===== src/rtl/alu_arbiter.sv =====
// Round-robin arbiter sharing one combinational ALU between the control FSM (req0)
// and the PC/branch unit (req1); registers operands, waits the op latency, returns a result.
module alu_arbiter #(
  parameter int DATA_WIDTH = 32,
  parameter int MUL_LAT    = 3
) (
  input  logic                  clk,
  input  logic                  rst,
  input  logic                  req0_valid,
  output logic                  req0_ready,
  input  logic [3:0]            req0_op,
  input  logic [DATA_WIDTH-1:0] req0_a,
  input  logic [DATA_WIDTH-1:0] req0_b,
  input  logic                  req1_valid,
  output logic                  req1_ready,
  input  logic [3:0]            req1_op,
  input  logic [DATA_WIDTH-1:0] req1_a,
  input  logic [DATA_WIDTH-1:0] req1_b,
  output logic [DATA_WIDTH-1:0] alu_a,
  output logic [DATA_WIDTH-1:0] alu_b,
  output logic [3:0]            alu_ctrl,
  input  logic [DATA_WIDTH-1:0] alu_result,
  output logic                  rsp_valid,
  input  logic                  rsp_ready,
  output logic                  rsp_id,
  output logic [DATA_WIDTH-1:0] rsp_result,
  output logic                  rsp_zero,
  output logic                  rsp_err,
  output logic                  busy
);

  // Handshake: a transfer happens on a rising edge where valid && ready are both high;
  // a requester holds valid and payload stable until it sees ready.

  localparam logic [3:0] OP_ADD  = 4'd0;
  localparam logic [3:0] OP_MUL  = 4'd3;
  localparam logic [3:0] OP_LAST = 4'd9;

  typedef enum logic [1:0] {
    IDLE = 2'd0,
    EXEC = 2'd1,
    RESP = 2'd2
  } state_t;

  state_t                state;
  logic                  last_grant;
  logic [3:0]            cnt;
  logic                  grant;
  logic                  accept;
  logic [3:0]            need;
  logic [3:0]            sel_op;
  logic [DATA_WIDTH-1:0] sel_a;
  logic [DATA_WIDTH-1:0] sel_b;

  // A lone requester always wins; on a tie the one that did not own the last response wins.
  always_comb begin
    grant = 1'b0;
    if (req0_valid && req1_valid) grant = ~last_grant;
    else if (req1_valid)          grant = 1'b1;
  end

  assign req0_ready = (state == IDLE) && !grant && req0_valid;
  assign req1_ready = (state == IDLE) &&  grant && req1_valid;
  assign accept     = req0_ready || req1_ready;
  assign busy       = (state != IDLE);

  assign sel_op = grant ? req1_op : req0_op;
  assign sel_a  = grant ? req1_a  : req0_a;
  assign sel_b  = grant ? req1_b  : req0_b;
  assign need   = (alu_ctrl == OP_MUL) ? 4'(MUL_LAT) : 4'd1;

  always_ff @(posedge clk) begin
    if (rst) begin
      state      <= IDLE;
      last_grant <= 1'b1;
      cnt        <= 4'd0;
      alu_a      <= '0;
      alu_b      <= '0;
      alu_ctrl   <= OP_ADD;
      rsp_valid  <= 1'b0;
      rsp_id     <= 1'b0;
      rsp_result <= '0;
      rsp_zero   <= 1'b0;
      rsp_err    <= 1'b0;
    end else begin
      case (state)
        IDLE: begin
          if (accept) begin
            alu_ctrl <= sel_op;
            alu_a    <= sel_a;
            alu_b    <= sel_b;
            rsp_id   <= grant;
            if (sel_op > OP_LAST) begin
              rsp_err    <= 1'b1;
              rsp_result <= '0;
              rsp_zero   <= 1'b0;
              rsp_valid  <= 1'b1;
              state      <= RESP;
            end else begin
              cnt   <= 4'd1;
              state <= EXEC;
            end
          end
        end
        EXEC: begin
          if (cnt == need) begin
            rsp_result <= alu_result;
            rsp_zero   <= (alu_result == '0);
            rsp_err    <= 1'b0;
            rsp_valid  <= 1'b1;
            state      <= RESP;
          end else begin
            cnt <= cnt + 4'd1;
          end
        end
        RESP: begin
          if (rsp_ready) begin
            last_grant <= rsp_id;
            rsp_valid  <= 1'b0;
            state      <= IDLE;
          end
        end
        default: state <= IDLE;
      endcase
    end
  end

endmodule


===== config.mk =====
export PLATFORM = sky130hd
export DESIGN_NAME = alu_arbiter
export DESIGN_NICKNAME = d
export VERILOG_FILES = /design/src/rtl/alu_arbiter.sv
export SDC_FILE = /design/constraint.sdc
export NUM_CORES = 1
export LEC_CHECK = 0
export ABC_AREA = 0
export CORE_ASPECT_RATIO = 0.8
export CORE_MARGIN = 2
export CORE_UTILIZATION = 36
export CTS_BUF_LIST = sky130_fd_sc_hd__clkbuf_2
export DETAILED_ROUTE_END_ITERATION = 10
export HOLD_SLACK_MARGIN = 0.05
export PLACE_DENSITY = 0.75
export REMOVE_ABC_BUFFERS = 1
export SYNTH_ARGS = -nofsm -noshare
export SYNTH_HDL_FRONTEND = slang
export SYNTH_SLANG_ARGS = --single-unit
export TNS_END_PERCENT = 20

===== constraint.sdc =====
create_clock -name clk -period 1.7 [get_ports clk]
set_input_delay 0.425 -clock clk [delete_from_list [all_inputs] [get_ports clk]]
set_output_delay 0.425 -clock clk [all_outputs]
set_load 0.05 [all_outputs]

==> impl_metrics.env <==
export IMPL_final_cell_mix="clkdlybuf4s50_1 (171), dfxtp_2 (102), mux2i_1 (99)"
export IMPL_clockRootBuffer="clkbuf_2"
export IMPL_clock_sinks=111
export IMPL_cellInternalPower_w=0.00614
export IMPL_critPathMaxStageDelay_ns=0.40
export IMPL_numCtsBuffers=9
export IMPL_drive_above_1_share_pct=36.4
export IMPL_slew_headroom_pct=70.9
export IMPL_grt_total_usage_pct=21.8
export IMPL_drt_wirelength_per_cell_um=17.2
export IMPL_fin_crit_ns=1.99
export IMPL_status="finished, violations left"
export IMPL_p_per_area_nw_per_um2=1170
export IMPL_finalSetupTns_ns=-2.95
export IMPL_cts_reportedPaths_clkPinSlew_ns=0.26
export IMPL_grt_pass1_vias=5110
export IMPL_num_vias=5105
export IMPL_dieArea_um2=15200
export IMPL_viasPerCell=5.05
export IMPL_synth_cell_types=38
export IMPL_grt_max_degree=109
export IMPL_ir_drop_uv=708
export IMPL_syn_avg_cell_area_um2=9.71
export IMPL_ioPinCount=280
export IMPL_rsz0062_at_grt="yes"
export IMPL_cts_path_max_buffers=2
export IMPL_cp_end_kind="output pin"
export IMPL_violations="negative setup slack"
export IMPL_fin_cells=1011
export IMPL_cts_tree="yes"
export IMPL_start_kind="flop"
export IMPL_area_growth_pct=77.0
export IMPL_dp_cells=987
export IMPL_cp_data_arrival_time_ns=1.57
export IMPL_yosysSeqAreaShare_pct=43.4
export IMPL_io_buffer_count=279
export IMPL_fillers=1091
export IMPL_hold_path_class="primary input to flop"
export IMPL_firstDrtPassIters=4
export IMPL_max_cap_violations=0
export IMPL_max_freq_ghz=0.502
export IMPL_synthCells=527
export IMPL_fin_util_pct=65.9
export IMPL_multi_input_area_um2=2750
export IMPL_hold_buffers=0
export IMPL_gr_total_overflow=0
export IMPL_yosys_warnings=0
export IMPL_worst_slack_ns=-0.294
export IMPL_core_um2=13700
export IMPL_register_area_um2=2360
export IMPL_worstSkewPairLatency_ns=0.62
export IMPL_tightest_slew_ns=0.436
export IMPL_dieHeight_um=111
export IMPL_cp_slowest_cell="dfxtp_2"
export IMPL_place_hpwl_um=12800
export IMPL_hold_viol=0
export IMPL_setup_viol=36
export IMPL_seqPwrFrac_pct=33.4
export IMPL_slew_viol_final=0
export IMPL_p_switching_w=0.00449
export IMPL_h_tree_depth=3
export IMPL_fin_skew_ns=0.0239
export IMPL_switching_share_pct=42.2
export IMPL_drtIter0Drc=361
export IMPL_drtAntennaViolNets=0
export IMPL_p_leak_nw=3.71
export IMPL_worst_path_max_fanout=5
export IMPL_post_route_period_util_pct=117
export IMPL_wirelength_um=17400
export IMPL_grt_pass1_wl_um=26200
export IMPL_pwr_share_clk_pct=12.5
export IMPL_rrSetupSlack_ns=-0.14
export IMPL_power_frac_comb_pct=54.0
export IMPL_antenna_found_initial=1
export IMPL_crit_required_ns=1.27
export IMPL_start_util_pct=37.2
export IMPL_final_common_cell="clkdlybuf4s50_1"
export IMPL_nets=1000
export IMPL_ys_ff_latch=111
export IMPL_cp_cell_sequence="nor2_4 -> nand2_2 -> nor2_2 -> buf_6"
export IMPL_drc=0
export IMPL_rows=38
export IMPL_die_w_um=137
export IMPL_gp_congestion=0.896
export IMPL_syn_area_um2=5120
export IMPL_worstSetupPathType="flop to output pin"
[power by group through the flow]
stage                     Sequential [W]  Clock, W  Combinational (W)
after floorplan                  0.00497         0            0.00163
after global placement           0.00341         0            0.00507
after detailed placement         0.00343         0            0.00515
after CTS                        0.00341   0.00137            0.00541
after global routing             0.00362   0.00148            0.00606
final                            0.00355   0.00133            0.00574
[cells in the mapped netlist (all sizes together)]
master / count / area share, %
buf: 23 / 2.6
a211oi: 70 / 10
nand2: 2 / 0.15
dfxtp: 111 / 43
inv: 2 / 0.15
and4bb: 1 / 0.24
nand4b: 1 / 0.17
a21oi: 6 / 0.59
a31oi: 3 / 0.37
o221ai: 3 / 0.51
o31a: 1 / 0.17
and2: 1 / 0.12
a22oi: 1 / 0.42
nand4: 1 / 0.12
a211o: 1 / 0.17
nor4b: 1 / 0.17
nor2b: 3 / 0.37
mux2i: 102 / 20
a21boi: 1 / 0.15
nand2b: 33 / 4.0
ha: 1 / 0.24
a221oi: 1 / 0.17
nand3b: 33 / 4.8
o21a: 2 / 0.29
nor4bb: 1 / 0.20
mux2: 2 / 0.44
nor2: 78 / 5.7
and3: 1 / 0.12
nand3: 4 / 0.39
o21ai: 3 / 0.29
clkbuf: 24 / 1.8
nor3: 3 / 0.29
nor4: 7 / 0.86
[routing by layer]
metal / part of all wire (%) / up-vias / track usage [%]
met2: 51 / 160 / 38.5
met5: 0 / - / 0
met3: 5.9 / 21 / 6.24
li1: - / 2506 / -
met4: 1.8 / 0 / 5.15
met1: 41 / 2418 / 25.9
[area by class of cell]
| type | instances | area share, % |
|---|---|---|
| multi-input combinational | 367 | 30.4 |
| clock inverter | 4 | 0.787 |
| antenna | 1 | 0.0276 |
| clock buffer | 11 | 0.608 |
| sequential | 111 | 26.1 |
| inverter | 2 | 0.0829 |
| timing repair buffer | 335 | 39.5 |
| tap | 180 | 2.49 |
[path summary, 6_finish.rpt]
path / cells past startpoint / start / endpoint
worst max register to register: 7 / alu_ctrl[2]$_SDFFE_PP0P_ / rsp_result[19]$_SDFFE_PP0P_
worst min register to register: 2 / rsp_result[14]$_SDFFE_PP0P_ / rsp_result[14]$_SDFFE_PP0P_
worst min-delay path: 3 / rst / alu_a[24]$_SDFFE_PP0P_
worst max-delay path: 4 / state[1]$_SDFFE_PP0P_ / req0_ready
[stage by stage]
step	total power [W]	worst slack (ns)	instance area, um2	hold slack [ns]
after global placement	0.00848	-0.392	8210	0.462
after global routing	0.0112	-0.381	9060	0.194
after CTS	0.0102	-0.318	8570	0.209
after floorplan	0.00660	-5.58	4890	0.486
final	0.0106	-0.294	9060	0.257
after detailed placement	0.00858	-0.483	8210	0.469
[state kept, by name, summed over array words and instances, names as in the netlist]
name        cells
alu_b          32
rsp_zero        1
state           2
last_grant      1
rsp_result     32
rsp_id          1
rsp_valid       1
alu_ctrl        4
rsp_err         1
cnt             4
alu_a          32
[worst max-delay path, delay by kind of cell (launching register included)]
kind / cells / cell delay (ns)
buf+inv: 1 / 0.17
flops: 1 / 0.40
simple gates: 3 / 0.39
[cells by family after synthesis]
logic type	count (synthesis)	synth area share, %
simple gates	170	17.8
buf+inv	49	4.50
fa+ha+maj	1	0.244
mux	104	20.6
compound gates	92	13.4
flops	111	43.4
[what timing repair did]
| item | in CTS | in global routing |
|---|---|---|
| resized for setup | 60 | 169 |
| gates cloned | 2 | 0 |
| pin swaps | 5 | 6 |
| setup endpoints to repair | 70 | 138 |
| setup buffers | 5 | 2 |
(Power assumes the default switching activity.)
